--- src/rtl/alu_exec_seq_if.sv ---
// Handshake and operand/result bundle for the alu_exec_seq execution stage.
// The master modport is the producer/consumer side and the slave modport is the stage.
interface alu_exec_seq_if #(
    parameter int WIDTH = 16
);
    logic             In_Valid;
    logic             Out_InReady;
    logic [3:0]       In_Inst;
    logic [1:0]       In_Si;
    logic             PerformAddition;
    logic [WIDTH-1:0] In_A;
    logic [WIDTH-1:0] In_B;
    logic             Out_Valid;
    logic             In_Ready;
    logic [WIDTH-1:0] Out_Result;
    logic [3:0]       Out_ALUCtrl;
    logic             Out_Zero;
    logic             Out_Overflow;
    logic             Out_Busy;

    modport master (
        output In_Valid, In_Inst, In_Si, PerformAddition, In_A, In_B, In_Ready,
        input  Out_InReady, Out_Valid, Out_Result, Out_ALUCtrl, Out_Zero,
               Out_Overflow, Out_Busy
    );

    modport slave (
        input  In_Valid, In_Inst, In_Si, PerformAddition, In_A, In_B, In_Ready,
        output Out_InReady, Out_Valid, Out_Result, Out_ALUCtrl, Out_Zero,
               Out_Overflow, Out_Busy
    );
endinterface

--- src/rtl/alu_exec_seq.sv ---
// Handshaked ALU execution stage: opcode/shift decode, registered result, bit-serial shifter.
// Define ALU_BARREL_SHIFT_EN to replace the serial shifter with a single-cycle barrel shifter.
//
// state | meaning
// IDLE  | no operation held, ready to accept
// SHIFT | serial shift in progress, one bit per cycle
// DONE  | result valid and held until the consumer takes it
module alu_exec_seq #(
    parameter int WIDTH = 16
) (
    input  logic         CLK,
    input  logic         Reset_N,
    alu_exec_seq_if.slave bus
);
    localparam int SHW = $clog2(WIDTH);
    localparam int MSB = WIDTH - 1;

    localparam logic [3:0] C_ADD = 4'b0000;
    localparam logic [3:0] C_SUB = 4'b0001;
    localparam logic [3:0] C_AND = 4'b0010;
    localparam logic [3:0] C_OR  = 4'b0011;
    localparam logic [3:0] C_SLL = 4'b0101;
    localparam logic [3:0] C_SRL = 4'b0110;
    localparam logic [3:0] C_SLA = 4'b1100;
    localparam logic [3:0] C_SRA = 4'b1101;
    localparam logic [3:0] C_LUI = 4'b1110;

    typedef enum logic [1:0] {
        S_IDLE  = 2'd0,
        S_SHIFT = 2'd1,
        S_DONE  = 2'd2
    } state_t;

    function automatic logic [3:0] decode(input logic [3:0] inst, input logic [1:0] si,
                                          input logic padd);
        logic [3:0] c;
        c = C_ADD;
        if (!padd) begin
            case (inst)
                4'b0001, 4'b1001: c = C_SUB;
                4'b0010:          c = C_AND;
                4'b0011, 4'b1111: c = C_OR;
                4'b1110:          c = C_LUI;
                4'b0101: begin
                    case (si)
                        2'd0:    c = C_SLL;
                        2'd1:    c = C_SRL;
                        2'd2:    c = C_SLA;
                        default: c = C_SRA;
                    endcase
                end
                default:          c = C_ADD;
            endcase
        end
        return c;
    endfunction

    function automatic logic is_shift(input logic [3:0] c);
        return (c == C_SLL) || (c == C_SRL) || (c == C_SLA) || (c == C_SRA);
    endfunction

    state_t           state_q, state_d;
    logic [3:0]       ctrl_q, ctrl_d;
    logic [WIDTH-1:0] result_q, result_d;
    logic             valid_q, valid_d;
    logic             busy_q, busy_d;
    logic             zero_q, zero_d;
    logic             ovf_q, ovf_d;
    logic             rdy_en_q;

    logic             in_ready;
    logic             accept;
    logic [3:0]       dec_ctrl;
    logic [SHW-1:0]   amt;
    logic [WIDTH-1:0] sum, diff;
    logic [WIDTH-1:0] op_res;
    logic             op_ovf;

    assign dec_ctrl = decode(bus.In_Inst, bus.In_Si, bus.PerformAddition);
    assign amt      = bus.In_B[SHW-1:0];
    assign sum      = bus.In_A + bus.In_B;
    assign diff     = bus.In_A - bus.In_B;

    // rdy_en_q keeps Out_InReady low while reset is asserted without a reset-to-output comb path
    assign in_ready = rdy_en_q && ((state_q == S_IDLE) ||
                                   ((state_q == S_DONE) && bus.In_Ready));
    assign accept   = bus.In_Valid && in_ready;

    always_comb begin
        op_res = sum;
        op_ovf = (bus.In_A[MSB] == bus.In_B[MSB]) && (sum[MSB] != bus.In_A[MSB]);
        case (dec_ctrl)
            C_SUB: begin
                op_res = diff;
                op_ovf = (bus.In_A[MSB] == ~bus.In_B[MSB]) && (diff[MSB] != bus.In_A[MSB]);
            end
            C_AND: begin
                op_res = bus.In_A & bus.In_B;
                op_ovf = 1'b0;
            end
            C_OR: begin
                op_res = bus.In_A | bus.In_B;
                op_ovf = 1'b0;
            end
            C_LUI: begin
                op_res = bus.In_B << (WIDTH / 2);
                op_ovf = 1'b0;
            end
            default: ;
        endcase
    end

`ifdef ALU_BARREL_SHIFT_EN
    logic [WIDTH-1:0] barrel_res;

    always_comb begin
        case (dec_ctrl)
            C_SRL:   barrel_res = bus.In_A >> amt;
            C_SRA:   barrel_res = $unsigned($signed(bus.In_A) >>> amt);
            default: barrel_res = bus.In_A << amt;
        endcase
    end

    always_comb begin
        state_d  = state_q;
        ctrl_d   = ctrl_q;
        result_d = result_q;
        zero_d   = zero_q;
        ovf_d    = ovf_q;
        if ((state_q == S_DONE) && bus.In_Ready && !bus.In_Valid) begin
            state_d = S_IDLE;
        end
        if (accept) begin
            ctrl_d  = dec_ctrl;
            state_d = S_DONE;
            if (is_shift(dec_ctrl)) begin
                result_d = barrel_res;
                zero_d   = (barrel_res == '0);
                ovf_d    = 1'b0;
            end else begin
                result_d = op_res;
                zero_d   = (op_res == '0);
                ovf_d    = op_ovf;
            end
        end
        valid_d = (state_d == S_DONE);
        busy_d  = 1'b0;
    end
`else
    logic [WIDTH-1:0] sh_q, sh_d;
    logic [SHW-1:0]   cnt_q, cnt_d;
    logic [WIDTH-1:0] sh_step;

    always_comb begin
        case (ctrl_q)
            C_SRL:   sh_step = {1'b0, sh_q[MSB:1]};
            C_SRA:   sh_step = {sh_q[MSB], sh_q[MSB:1]};
            default: sh_step = {sh_q[MSB-1:0], 1'b0};
        endcase
    end

    always_comb begin
        state_d  = state_q;
        ctrl_d   = ctrl_q;
        result_d = result_q;
        zero_d   = zero_q;
        ovf_d    = ovf_q;
        sh_d     = sh_q;
        cnt_d    = cnt_q;
        case (state_q)
            S_SHIFT: begin
                sh_d  = sh_step;
                cnt_d = cnt_q - 1'b1;
                // The last shift lands directly in the result register
                if (cnt_q == SHW'(1)) begin
                    result_d = sh_step;
                    zero_d   = (sh_step == '0);
                    ovf_d    = 1'b0;
                    state_d  = S_DONE;
                end
            end
            S_DONE: begin
                if (bus.In_Ready && !bus.In_Valid) begin
                    state_d = S_IDLE;
                end
            end
            default: ;
        endcase
        if (accept) begin
            ctrl_d = dec_ctrl;
            if (is_shift(dec_ctrl)) begin
                if (amt == '0) begin
                    result_d = bus.In_A;
                    zero_d   = (bus.In_A == '0);
                    ovf_d    = 1'b0;
                    state_d  = S_DONE;
                end else begin
                    sh_d    = bus.In_A;
                    cnt_d   = amt;
                    state_d = S_SHIFT;
                end
            end else begin
                result_d = op_res;
                zero_d   = (op_res == '0);
                ovf_d    = op_ovf;
                state_d  = S_DONE;
            end
        end
        valid_d = (state_d == S_DONE);
        busy_d  = (state_d == S_SHIFT);
    end

    always_ff @(posedge CLK or negedge Reset_N) begin
        if (!Reset_N) begin
            sh_q  <= '0;
            cnt_q <= '0;
        end else begin
            sh_q  <= sh_d;
            cnt_q <= cnt_d;
        end
    end
`endif

    always_ff @(posedge CLK or negedge Reset_N) begin
        if (!Reset_N) begin
            state_q  <= S_IDLE;
            ctrl_q   <= '0;
            result_q <= '0;
            valid_q  <= 1'b0;
            busy_q   <= 1'b0;
            zero_q   <= 1'b0;
            ovf_q    <= 1'b0;
            rdy_en_q <= 1'b0;
        end else begin
            state_q  <= state_d;
            ctrl_q   <= ctrl_d;
            result_q <= result_d;
            valid_q  <= valid_d;
            busy_q   <= busy_d;
            zero_q   <= zero_d;
            ovf_q    <= ovf_d;
            rdy_en_q <= 1'b1;
        end
    end

    assign bus.Out_InReady  = in_ready;
    assign bus.Out_Valid    = valid_q;
    assign bus.Out_Result   = result_q;
    assign bus.Out_ALUCtrl  = ctrl_q;
    assign bus.Out_Zero     = zero_q;
    assign bus.Out_Overflow = ovf_q;
    assign bus.Out_Busy     = busy_q;
endmodule

--- src/flat_wrapper.sv ---
// flat-port wrapper written by rule: the top's interface ports become plain ports
module alu_exec_seq_flat 
#(
    parameter int WIDTH = 16
)
  (CLK, Reset_N, bus_In_Valid, bus_In_Inst, bus_In_Si, bus_PerformAddition, bus_In_A, bus_In_B, bus_In_Ready, bus_Out_InReady, bus_Out_Valid, bus_Out_Result, bus_Out_ALUCtrl, bus_Out_Zero, bus_Out_Overflow, bus_Out_Busy);
  alu_exec_seq_if #(.WIDTH(WIDTH)) bus_i ();
  input  logic CLK;
  input  logic Reset_N;
  input wire logic [$bits(bus_i.In_Valid)-1:0] bus_In_Valid;
  input wire logic [$bits(bus_i.In_Inst)-1:0] bus_In_Inst;
  input wire logic [$bits(bus_i.In_Si)-1:0] bus_In_Si;
  input wire logic [$bits(bus_i.PerformAddition)-1:0] bus_PerformAddition;
  input wire logic [$bits(bus_i.In_A)-1:0] bus_In_A;
  input wire logic [$bits(bus_i.In_B)-1:0] bus_In_B;
  input wire logic [$bits(bus_i.In_Ready)-1:0] bus_In_Ready;
  output wire logic [$bits(bus_i.Out_InReady)-1:0] bus_Out_InReady;
  output wire logic [$bits(bus_i.Out_Valid)-1:0] bus_Out_Valid;
  output wire logic [$bits(bus_i.Out_Result)-1:0] bus_Out_Result;
  output wire logic [$bits(bus_i.Out_ALUCtrl)-1:0] bus_Out_ALUCtrl;
  output wire logic [$bits(bus_i.Out_Zero)-1:0] bus_Out_Zero;
  output wire logic [$bits(bus_i.Out_Overflow)-1:0] bus_Out_Overflow;
  output wire logic [$bits(bus_i.Out_Busy)-1:0] bus_Out_Busy;
  assign bus_i.In_Valid = bus_In_Valid;
  assign bus_i.In_Inst = bus_In_Inst;
  assign bus_i.In_Si = bus_In_Si;
  assign bus_i.PerformAddition = bus_PerformAddition;
  assign bus_i.In_A = bus_In_A;
  assign bus_i.In_B = bus_In_B;
  assign bus_i.In_Ready = bus_In_Ready;
  assign bus_Out_InReady = bus_i.Out_InReady;
  assign bus_Out_Valid = bus_i.Out_Valid;
  assign bus_Out_Result = bus_i.Out_Result;
  assign bus_Out_ALUCtrl = bus_i.Out_ALUCtrl;
  assign bus_Out_Zero = bus_i.Out_Zero;
  assign bus_Out_Overflow = bus_i.Out_Overflow;
  assign bus_Out_Busy = bus_i.Out_Busy;
  alu_exec_seq #(.WIDTH(WIDTH)) u_core (.CLK(CLK), .Reset_N(Reset_N), .bus(bus_i));
endmodule
--- config.mk ---
export PLATFORM = sky130hd
export DESIGN_NAME = alu_exec_seq_flat
export DESIGN_NICKNAME = d
export VERILOG_FILES = /design/src/rtl/alu_exec_seq_if.sv /design/src/rtl/alu_exec_seq.sv /design/src/flat_wrapper.sv
export SDC_FILE = /design/constraint.sdc
export NUM_CORES = 1
export LEC_CHECK = 0
export BUFFER_PORTS_ARGS = -buffer_cell sky130_fd_sc_hd__clkbuf_2
export CAP_MARGIN = 20
export CORE_AREA = 2 2 133 135
export DETAILED_ROUTE_END_ITERATION = 16
export DIE_AREA = 0 0 135 137
export PLACE_DENSITY_LB_ADDON = 0.25
export SLEW_MARGIN = 20
export SYNTH_ARGS = -nofsm -noshare
export SYNTH_HDL_FRONTEND = slang
export SYNTH_SLANG_ARGS = --single-unit
--- constraint.sdc ---
create_clock -name CLK -period 4.31 [get_ports CLK]
set_input_delay 1.293 -clock CLK [delete_from_list [all_inputs] [get_ports CLK]]
set_output_delay 1.293 -clock CLK [all_outputs]
set_load 0.01 [all_outputs]
==> summary.md, run 1 <==
• result of the run: finished, final reports clean
• adder-cell area share of the yosys netlist: 0.145
• Final GP Congestion: 0.890
• Mapped Avg Cell Area: 7.69 sq um
• Min-Delay Path Depth: 2
• Die Span X: 135 microns
• most common cell after layout, fill and taps aside: sky130_fd_sc_hd__buf_4
• arrival time of data at the critical path endpoint: 4400 ps
• remaining max-slew budget at the tightest pin: 0.477
• nets in the synthesized netlist: 753
• RSZ-0062 raised after global routing: false
• number of standard cells in the layout, taps in and fillers out: 1035
• flops & latches, synth: 47
• H-tree depth reported by CTS: 2
• largest family of logic cells by synthesized area: compound AO/OA/AOI/OAI gates
• number of distinct library cells after synthesis: 70
• number of flops mapped to enable cells by yosys: 0
• portion of total power attributed to combinational logic: 0.383
• kind of capture point of the worst setup path: flip-flop
• final setup vio count: 0
• sequence of cells on the critical path: clkbuf_2 -> or4b_1 -> o221a_4 -> or3_4 -> o22ai_4 -> nor2_1 -> a211o_1 -> or4_4 -> nor4_1 -> or4b_4 -> o41ai_2
• overall power consumption: 1.45 mW
• Synth Flop Type: sky130_fd_sc_hd__dfrtp_1
• worst-margin pin slew: 785 ps
• share of cell area taken by muxes after synthesis: 0.0448
• portion of the clock cycle consumed by the worst path in the final layout: 0.975
• cell type with the highest aggregate area in the netlist: sky130_fd_sc_hd__dfrtp_1
• Hold Crit Class: flip-flop to flip-flop
• Sw Ratio: 0.317
• peak fanout along the critical path: 3
• power dissipated by switching net loads: 0.461 mW
• largest vdd supply drop: 128 uV
• vertical extent of the die: 137 microns
• Post-CTS Hold Fix Bufs: 0
• number of buffers inserted during clock tree synthesis: 5
• internal reg-to-reg setup slack: 2060 ps
• length of the first detailed-routing pass in iterations: 5
• Reg clk slew, reported paths: 60 ps
• total instance count after detailed placement: 1027
• Clock Sinks: 47
• starting density of the core: 0.295
• Fmax achieved: 238 MHz
• routed length per placed instance: 16.7 microns
• initial antenna violation count: 0
• sequential cell fraction of total power: 0.304
• count of nets after finishing: 909
• largest buffer count on any clock path: 2
• via total after detailed routing: 5232
• Internal Pwr Total: 0.992 mW
• TritonCTS clock tree: yes
• critical path type: input port to flip-flop
• area of the die: 18500 sq um
• Post-Synth Simple-Gate Area: 0.195
• Max-cap violations: 0
• leading post-synthesis cells by cell area: sky130_fd_sc_hd__dfrtp_1 23%, sky130_fd_sc_hd__ha_1 14%, sky130_fd_sc_hd__o21ai_0 6.1%
• first-iteration detailed-routing DRC count: 339
• worst skew pair latency: 290 ps
• global routing usage summed across all routing layers: 0.189
• overflow left after global routing: 0
• fraction of final layout cells with drive strength greater than 1: 0.285
• most used cells in the layout excluding fill and tap cells: 117 x sky130_fd_sc_hd__buf_4, 67 x sky130_fd_sc_hd__nand2_1, 67 x sky130_fd_sc_hd__clkbuf_2
• Startpoint Class: input port
• Area Overhead vs Synth: 33.2%
• placed wire-length estimate after detailed placement: 14.1 mm
• area fraction of the dominant cell type after synthesis: 0.234
• core region area: 17100 sq um
• FP Rows: 48
• Synth Area in Compound Gates: 0.281
• maximum clock skew at final layout: 6.78 ps
• pin count of the biggest net entering global routing: 40
• Slowest-stage cell, CP: sky130_fd_sc_hd__or4_4
• Ports: 68
• total count of hold-check failures in the final report: 0
• Cells after Synth: 653
• setup slack of the critical path after layout: 106 ps
• number of slew-limit violations in the final report: 0
• DRC Markers: 0
• Netlist Area Pre-Place: 5020 sq um
• required time worst endpoint: 4500 ps
• Clk pwr share: 0.313
• proportion of synthesized chip area in sequential cells: 0.234
• logic depth of the worst register-to-register path: 10
• wire length after detailed routing: 17.3 mm
• Clk Tree Root Cell: sky130_fd_sc_hd__clkbuf_16
• power density cells: 217 nW/um^2
• slowest stage delay, CP: 550 ps
• static leakage: 3.12 nW
• final period demand of the worst path: 4200 ps
• worst setup timing slack at the placement stage: -312 ps
• fraction of registers with async set or reset after synthesis: 1.00
• first-pass GRT wire length: 27.5 mm
• Synth Area in XOR/XNOR: 0.0296
• Yosys Warn Count: 0
• via count of the first global-routing pass: 5164
• aggregate negative setup slack: 0 ps
• post-DR vias/cell: 5.06
• remaining number of nets flagged by the antenna check after routing: 0
• IO buf count: 67
• antenna diode count: 0
-- through the flow --
step / util / hold slack [ps] / area (sq um)
finish: 0.392 / 553 / 6690
global route: 0.392 / 594 / 6690
CTS: 0.386 / 560 / 6590
detailed placement: 0.376 / 547 / 6410
global placement: 0.376 / 548 / 6410
floorplan: - / 529 / 5030
-- critical path: cells and delay by family --
family | cells | cell delay [ps]
and+or+nand+nor | 6 | 2210
buffers and inverters | 1 | 90
AOI/OAI and AO/OA | 4 | 810
-- cells in the mapped netlist, types with 3 or more instances --
library cell	instances
sky130_fd_sc_hd__o211ai_1	9
sky130_fd_sc_hd__nor3_1	9
sky130_fd_sc_hd__o22ai_1	16
sky130_fd_sc_hd__a211oi_1	7
sky130_fd_sc_hd__xnor2_1	13
sky130_fd_sc_hd__and2_1	6
sky130_fd_sc_hd__o31a_1	4
sky130_fd_sc_hd__a21oi_1	46
sky130_fd_sc_hd__clkbuf_1	33
sky130_fd_sc_hd__nand3_1	5
sky130_fd_sc_hd__or4_1	3
sky130_fd_sc_hd__xor2_1	4
sky130_fd_sc_hd__nor3b_1	4
sky130_fd_sc_hd__nand4_1	7
sky130_fd_sc_hd__a21o_1	3
sky130_fd_sc_hd__nand2b_1	9
sky130_fd_sc_hd__dfrtp_1	47
sky130_fd_sc_hd__ha_1	55
sky130_fd_sc_hd__o21ai_0	61
sky130_fd_sc_hd__nor2b_1	6
sky130_fd_sc_hd__nor2_1	55
sky130_fd_sc_hd__o221ai_1	3
sky130_fd_sc_hd__o31ai_1	6
sky130_fd_sc_hd__or2_2	3
sky130_fd_sc_hd__o21bai_1	6
sky130_fd_sc_hd__a22oi_1	21
sky130_fd_sc_hd__inv_1	55
sky130_fd_sc_hd__nand4b_1	3
sky130_fd_sc_hd__mux2i_1	18
sky130_fd_sc_hd__nand2_1	67
sky130_fd_sc_hd__nor4_1	11
sky130_fd_sc_hd__o21a_1	4
sky130_fd_sc_hd__a21boi_0	3
sky130_fd_sc_hd__a221oi_1	8
-- state kept, by name (all words and copies together) (netlist names), 2 cells and up --
| name | cells |
|---|---|
| u_core.sh_q | 16 |
| u_core.bus.Out_ALUCtrl | 4 |
| u_core.bus.Out_Result | 16 |
| u_core.cnt_q | 4 |
| u_core.state_q | 2 |
-- layer usage --
layer | routed length, microns | up-vias | global-route usage
li1 | - | 2654 | -
met1 | 8280 | 2471 | 0.258
met2 | 8340 | 92 | 0.326
met3 | 451 | 15 | 0.0137
met4 | 253 | 0 | 0.0463
met5 | 0 | - | 0
-- cells by family (layout without fill, tap and decap cells) --
logic type,after synthesis,after routing
and+or+nand+nor,200,200
AOI/OAI and AO/OA,218,218
muxes,21,21
other,1,1
buffers and inverters,92,249
DFF,47,47
adders and majority gates,57,57
xor gates and xnor gates,17,17
-- final cells by class --
type,instances,area [sq um]
Timing Repair Buffer,186,1240
Fill cell,1834,10400
Tap cell,225,282
Clock inverter,2,35.0
Inverter,55,206
Clock buffer,6,139
Sequential cell,47,1180
Multi-Input combinational cell,514,3620
-- power by group through the flow --
stage               combinational, mW  clock, mW  sequential [mW]
floorplan                       0.267          0            0.450
global placement                0.529          0            0.450
detailed placement              0.527          0            0.450
CTS                             0.530      0.462            0.442
global route                    0.608      0.475            0.441
finish                          0.556      0.455            0.442
-- final timing paths --
check | from | to
max | bus_In_Inst[3] | u_core.bus.Out_Zero
min | u_core.bus.Out_Overflow | u_core.bus.Out_Overflow
max reg2reg | u_core.bus.Out_ALUCtrl[1] | u_core.bus.Out_Zero
min reg2reg | u_core.bus.Out_Overflow | u_core.bus.Out_Overflow
max in group asynchronous | Reset_N | u_core.sh_q[11]
min in group asynchronous | Reset_N | u_core.cnt_q[1]
-- what timing repair did --
| item | in CTS | in global routing |
|---|---|---|
| gates resized for setup | 1 | 28 |
| setup buffers | 0 | 0 |
| endpoints found under the setup margin | 2 | 4 |
| pin swaps | 0 | 3 |
| hold endpoints to repair | 0 | 0 |
(Power assumes the default switching activity.)
==> inputs of run 2 (changes only) <==
PLACE_DENSITY_LB_ADDON = 0.1   (was 0.25)
==> run 2 against run 1 <==
Effect of this change: cell area increased by 1.5%; clock power is 0.9% lower; sequential power about the same; fmax decreased by 1.6%; die area unchanged; flip-flop and latch count is the same; critical path depth unchanged; global-route usage rose by 0.93 points; final cell count is 0.87% higher; first-iteration DRC count fell by 3.2%; critical path type unchanged; largest power group unchanged; highest routed layer unchanged.
==> summary.md, run 2 (same netlist as run 1, synthesis figures left out) <==
• worst-margin pin slew: 752 ps, -32.8 ps
• power density cells: 218 nW/um^2, +0.43%
• most used cells in the layout excluding fill and tap cells: 128 x sky130_fd_sc_hd__buf_4, 67 x sky130_fd_sc_hd__nand2_1, 66 x sky130_fd_sc_hd__clkbuf_2
• largest buffer count on any clock path: 2, unchanged
• final setup vio count: 0, unchanged
• area of the die: 18500 sq um, unchanged
• number of slew-limit violations in the final report: 0, unchanged
• Bufs and invs on worst path: 1, unchanged
• FP Rows: 48, unchanged
• RSZ-0062 raised after global routing: true
• result of the run: finished, final reports clean
• Fmax achieved: 234 MHz, -1.6%
• Clk Tree Root Cell: sky130_fd_sc_hd__clkbuf_16
• post-DR vias/cell: 5.20, +2.9%
• worst skew pair latency: 300 ps, about the same
• IO buf count: 67, unchanged
• wire length after detailed routing: 18.6 mm, +7.5%
• count of nets after finishing: 918, +0.99%
• largest vdd supply drop: 230 uV, +79%
• first-iteration detailed-routing DRC count: 328, -3.2%
• first-pass GRT wire length: 28.7 mm, +4.6%
• initial antenna violation count: 0, unchanged
• Die Span X: 135 microns, unchanged
• TritonCTS clock tree: yes
• remaining number of nets flagged by the antenna check after routing: 0, unchanged
• length of the first detailed-routing pass in iterations: 5, unchanged
• DRC Markers: 0, unchanged
• remaining max-slew budget at the tightest pin: 0.499, +0.0219
• Area Overhead vs Synth: 35.2%
• worst hold slack: 565 ps, +12.2 ps
• pin count of the biggest net entering global routing: 40, unchanged
• H-tree depth reported by CTS: 2, unchanged
• peak fanout along the critical path: 5, +2
• antenna diode count: 0, unchanged
• slowest stage delay, CP: 540 ps, about the same
• vertical extent of the die: 137 microns, unchanged
• maximum clock skew at final layout: 12.3 ps, +5.50 ps
• Startpoint Class: input port
• overall power consumption: 1.48 mW, +2.0%
• global routing usage summed across all routing layers: 0.199, +0.00930
• arrival time of data at the critical path endpoint: 4470 ps, +70 ps
• final period demand of the worst path: 4270 ps, +70.3 ps
• via count of the first global-routing pass: 5354, +3.7%
• core region area: 17100 sq um, unchanged
• largest delay contributor family on the critical path: simple AND/OR/NAND/NOR gates
• Max-cap violations: 0, unchanged
• Hold Crit Class: flip-flop to flip-flop
• Reg clk slew, reported paths: 70 ps, about the same
• via total after detailed routing: 5428, +3.7%
• required time worst endpoint: 4510 ps, about the same
• overflow left after global routing: 0, unchanged
• fraction of final layout cells with drive strength greater than 1: 0.299, +0.0140
• starting density of the core: 0.295, unchanged
• aggregate negative setup slack: 0 ps, unchanged
• most frequent cell on the critical path: sky130_fd_sc_hd__or4b_4
• critical path type: input port to flip-flop
• portion of the clock cycle consumed by the worst path in the final layout: 0.992, +0.0163
• most common cell after layout, fill and taps aside: sky130_fd_sc_hd__buf_4
• total count of hold-check failures in the final report: 0, unchanged
• number of buffers inserted during clock tree synthesis: 5, unchanged
• Ports: 68, unchanged
• static leakage: 3.16 nW, +1.5%
• Final GP Congestion: 0.927, +4.1%
• routed length per placed instance: 17.8 microns, +6.6%
• sequence of cells on the critical path: buf_6 -> or4b_4 -> o221a_4 -> or3_4 -> o22ai_4 -> nor2_1 -> a211o_1 -> or4_4 -> nor4_2 -> or4b_4 -> o41ai_2
• placed wire-length estimate after detailed placement: 15.1 mm, +7.2%
• Slowest-stage cell, CP: sky130_fd_sc_hd__or4_4
• kind of capture point of the worst setup path: flip-flop
• Clock Sinks: 47, unchanged
[run 2: final cells by class]
type                    count  area [sq um]
clock inverters             3          46.3
clock buffers               5           125
inverters                  55           206
multi-input cells         514          3660
fillers                  1818         10300
repair buffers            195          1300
well taps                 225           282
flip-flops and latches     47          1180
[run 2: report_power, final]
| part | internal, mW | total (mW) | switching (mW) |
|---|---|---|---|
| logic | 0.274 | 0.589 | 0.315 |
| registers | 0.441 | 0.441 | 0.0000662 |
| clock network | 0.276 | 0.451 | 0.175 |
[run 2: what timing repair did]
item                                    4_1_cts  5_1_grt
hold buffers                                  0        0
gates resized for setup                       9       26
pin swaps                                     0        6
setup buffers                                 0        1
endpoints found under the setup margin        3        4
[run 2: per-layer routing]
layer	wire length (microns)	vias to the layer above	track usage
met2	8900	90	0.343
met5	0	-	0
met3	432	22	0.0170
li1	-	2681	-
met1	8960	2635	0.271
met4	326	0	0.0411
[run 2: path summary, 6_finish.rpt]
check / start / to / slack, ps / cells after the start
worst max register to register: u_core.bus.Out_ALUCtrl[1] / u_core.bus.Out_Zero / 2050 / 10
worst min register to register: u_core.bus.Out_ALUCtrl[1] / u_core.bus.Out_ALUCtrl[1] / 560 / 2
max in group asynchronous: Reset_N / u_core.sh_q[6] / 2510 / 2
min in group asynchronous: Reset_N / u_core.bus.Out_Result[2] / 1040 / 1
worst min-delay path: u_core.bus.Out_ALUCtrl[1] / u_core.bus.Out_ALUCtrl[1] / 560 / 2
worst max-delay path: bus_In_Inst[3] / u_core.bus.Out_Zero / 40 / 11
[run 2: through the flow]
| stage | setup slack (ps) | utilization | area (sq um) | cells |
|---|---|---|---|---|
| detailed placement | -454 | 0.379 | 6460 | 1035 |
| global route | -58.9 | 0.398 | 6800 | 1044 |
| floorplan | 1.30 | - | 5030 | 653 |
| global placement | -490 | 0.379 | 6460 | 1035 |
| finish | 35.4 | 0.398 | 6800 | 1044 |
| CTS | 9.19 | 0.392 | 6690 | 1043 |
[run 2: tightest hold or removal path, stage by stage, from the launching register on]
cell and delay, ps:
sky130_fd_sc_hd__dfrtp_1 400, sky130_fd_sc_hd__nand2_1 60, sky130_fd_sc_hd__o21ai_0 70
==> inputs of run 3 (changes only) <==
CORE_AREA = 2 2 92 94   (was 2 2 133 135)
DIE_AREA = 0 0 94 96   (was 0 0 135 137)
==> run 3 against run 2 <==
Effect of this change: fmax is 1.7% higher; critical endpoint unchanged; first-iteration DRC count rose by 39%; non-clock buffer count fell by 24; clock-buffer cell count is 1 higher; die area shrank 51%; sequential share of layout area is 1.2 points higher; combinational power down 7.3%.
==> summary.md, run 3 (same netlist as run 1, synthesis figures left out) <==
• result of the run: finished, final reports clean
• Hold Crit Class: flip-flop to flip-flop
• power density cells: 198 nW/um^2, -9.3%
• portion of the clock cycle consumed by the worst path in the final layout: 0.975, -0.0169
• length of the first detailed-routing pass in iterations: 6, +1
• area taken by flip-flops and latches: 1180 sq um, unchanged
• overflow left after global routing: 0, unchanged
• maximum clock skew at final layout: 5.78 ps, -6.50 ps
• most common cell after layout, fill and taps aside: sky130_fd_sc_hd__buf_4
• number of fillers in the final layout: 607, -67%
• global routing usage summed across all routing layers: 0.354, +0.155
• DRC Markers: 0, unchanged
• wire length after detailed routing: 15.9 mm, -15%
• Internal Pwr Total: 0.821 mW, -17%
• area of the die: 9020 sq um, -51%
• RSZ-0062 raised after global routing: true
• required time worst endpoint: 4510 ps, about the same
• worst skew pair latency: 300 ps, about the same
• pin count of the biggest net entering global routing: 48, +20%
• H-tree depth reported by CTS: 2, unchanged
• first-iteration detailed-routing DRC count: 456, +39%
• Post-DP Area: 6140 sq um, -5.0%
• final setup vio count: 0, unchanged
• Max-cap violations: 0, unchanged
• remaining max-slew budget at the tightest pin: 0.283, -0.215
• first-pass GRT wire length: 25.3 mm, -12%
• critical path type: input port to flip-flop
• portion of total power attributed to combinational logic: 0.434, +0.036
• overall power consumption: 1.26 mW, -15%
• Post-CTS Hold Fix Bufs: 0, unchanged
• power dissipated by switching net loads: 0.437 mW, -11%
• post-route cell area: 6360 sq um, -6.4%
• FP Rows: 33, -31%
• count of nets after finishing: 894, -2.6%
• static leakage: 3.00 nW, -5.0%
• Die Span X: 94 microns, -30%
• largest buffer count on any clock path: 2, unchanged
• Startpoint Class: input port
• Final GP Congestion: 1.07, +16%
• footprint of the multi-input gates: 3630 sq um, -0.68%
• Sw Ratio: 0.347, +0.0165
• placed wire-length estimate after detailed placement: 12.5 mm, -17%
• final period demand of the worst path: 4200 ps, -72.8 ps
• peak fanout along the critical path: 15, +10
• Ports: 68, unchanged
• Fmax achieved: 238 MHz, +1.7%
• Reg clk slew, reported paths: 80 ps, about the same
• Clk pwr share: 0.215, -0.089
• total count of hold-check failures in the final report: 0, unchanged
• IO buf count: 67, unchanged
• kind of capture point of the worst setup path: flip-flop
• worst-margin pin slew: 1070 ps, +320 ps
• via count of the first global-routing pass: 5275, -1.5%
• starting density of the core: 0.624, +0.329
• sequential cell fraction of total power: 0.351, +0.053
• aggregate negative setup slack: 0 ps, unchanged
• worst hold slack: 559 ps, -5.32 ps
• antenna diode count: 0, unchanged
• fraction of final layout cells with drive strength greater than 1: 0.273, -0.0258
• most used cells in the layout excluding fill and tap cells: 103 x sky130_fd_sc_hd__buf_4, 67 x sky130_fd_sc_hd__nand2_1, 66 x sky130_fd_sc_hd__clkbuf_2
• vertical extent of the die: 96 microns, -30%
• arrival time of data at the critical path endpoint: 4400 ps, -70 ps
• core region area: 8050 sq um, -53%
• routed length per placed instance: 17.7 microns, -0.89%
• setup slack of the critical path after layout: 108 ps, +72.8 ps
• initial antenna violation count: 0, unchanged
• number of slew-limit violations in the final report: 0, unchanged
• largest vdd supply drop: 115 uV, -50%
• post-DR vias/cell: 6.21, +20%
• number of standard cells in the layout, taps in and fillers out: 899, -14%
• Clk Tree Root Cell: sky130_fd_sc_hd__clkbuf_8
• Clock Sinks: 47, unchanged
• number of buffers inserted during clock tree synthesis: 5, unchanged
• total instance count after detailed placement: 892, -14%
• via total after detailed routing: 5587, +2.9%
• worst setup timing slack at the placement stage: -254 ps, +200 ps
• Area Overhead vs Synth: 26.6%
• remaining number of nets flagged by the antenna check after routing: 0, unchanged
• TritonCTS clock tree: yes
• Finished Core Util: 0.790, +0.391
[run 3: cell types whose count changed in the layout (fill, tap and decap cells not counted), moves of 2 or more]
cell / before / now
sky130_fd_sc_hd__a211oi_1: 3 / 5
sky130_fd_sc_hd__a211oi_2: 4 / 2
sky130_fd_sc_hd__buf_4: 128 / 103
sky130_fd_sc_hd__clkbuf_16: 5 / 0
sky130_fd_sc_hd__clkbuf_8: 0 / 6
[run 3: worst paths after layout]
check	from	end	slack (ps)	cells past startpoint
worst max-delay path	bus_In_Inst[3]	u_core.bus.Out_Zero	110	12
worst min-delay path	u_core.bus.Out_Overflow	u_core.bus.Out_Overflow	560	2
worst max register to register	u_core.cnt_q[1]	u_core.bus.Out_Zero	1520	8
worst min register to register	u_core.bus.Out_Overflow	u_core.bus.Out_Overflow	560	2
max in group asynchronous	Reset_N	u_core.bus.Out_Overflow	2850	1
min in group asynchronous	Reset_N	u_core.state_q[0]	1020	1
[run 3: final cells by class]
cell class,instances,area share
well taps,105,0.0207
multi-input cells,514,0.571
repair buffers,171,0.177
clock inverters,1,0.000787
flip-flops and latches,47,0.185
inverters,55,0.0325
clock buffers,6,0.0130
[run 3: layer usage]
metal / vias up / GRT usage / wire length, microns
li1: 2632 / - / -
met2: 287 / 0.589 / 7500
met4: 0 / 0.124 / 462
met1: 2627 / 0.473 / 6530
met5: - / 0 / 0
met3: 41 / 0.0478 / 1400
[run 3: power groups by stage]
stage | Sequential [mW] | Combinational, mW | Clock [mW]
finish | 0.441 | 0.546 | 0.271
global route | 0.441 | 0.594 | 0.290
CTS | 0.441 | 0.508 | 0.270
detailed placement | 0.450 | 0.506 | 0
global placement | 0.450 | 0.494 | 0
floorplan | 0.450 | 0.267 | 0
[run 3: repair_timing]
action / in CTS / in global routing
endpoints found under the setup margin: 0 / 5
gates resized for setup: 0 / 30
setup buffers: 0 / 0
[run 3: worst max-delay path: stages]
cell and delay [ps]:
sky130_fd_sc_hd__clkbuf_2 90, sky130_fd_sc_hd__or4b_4 530, sky130_fd_sc_hd__o221a_4 140, sky130_fd_sc_hd__or3_4 400, sky130_fd_sc_hd__o22ai_4 220, sky130_fd_sc_hd__buf_8 190
sky130_fd_sc_hd__nand2_1 60, sky130_fd_sc_hd__a221o_1 320, sky130_fd_sc_hd__nand4bb_1 220, sky130_fd_sc_hd__nor4_2 230, sky130_fd_sc_hd__or4b_4 480, sky130_fd_sc_hd__o41ai_2 210
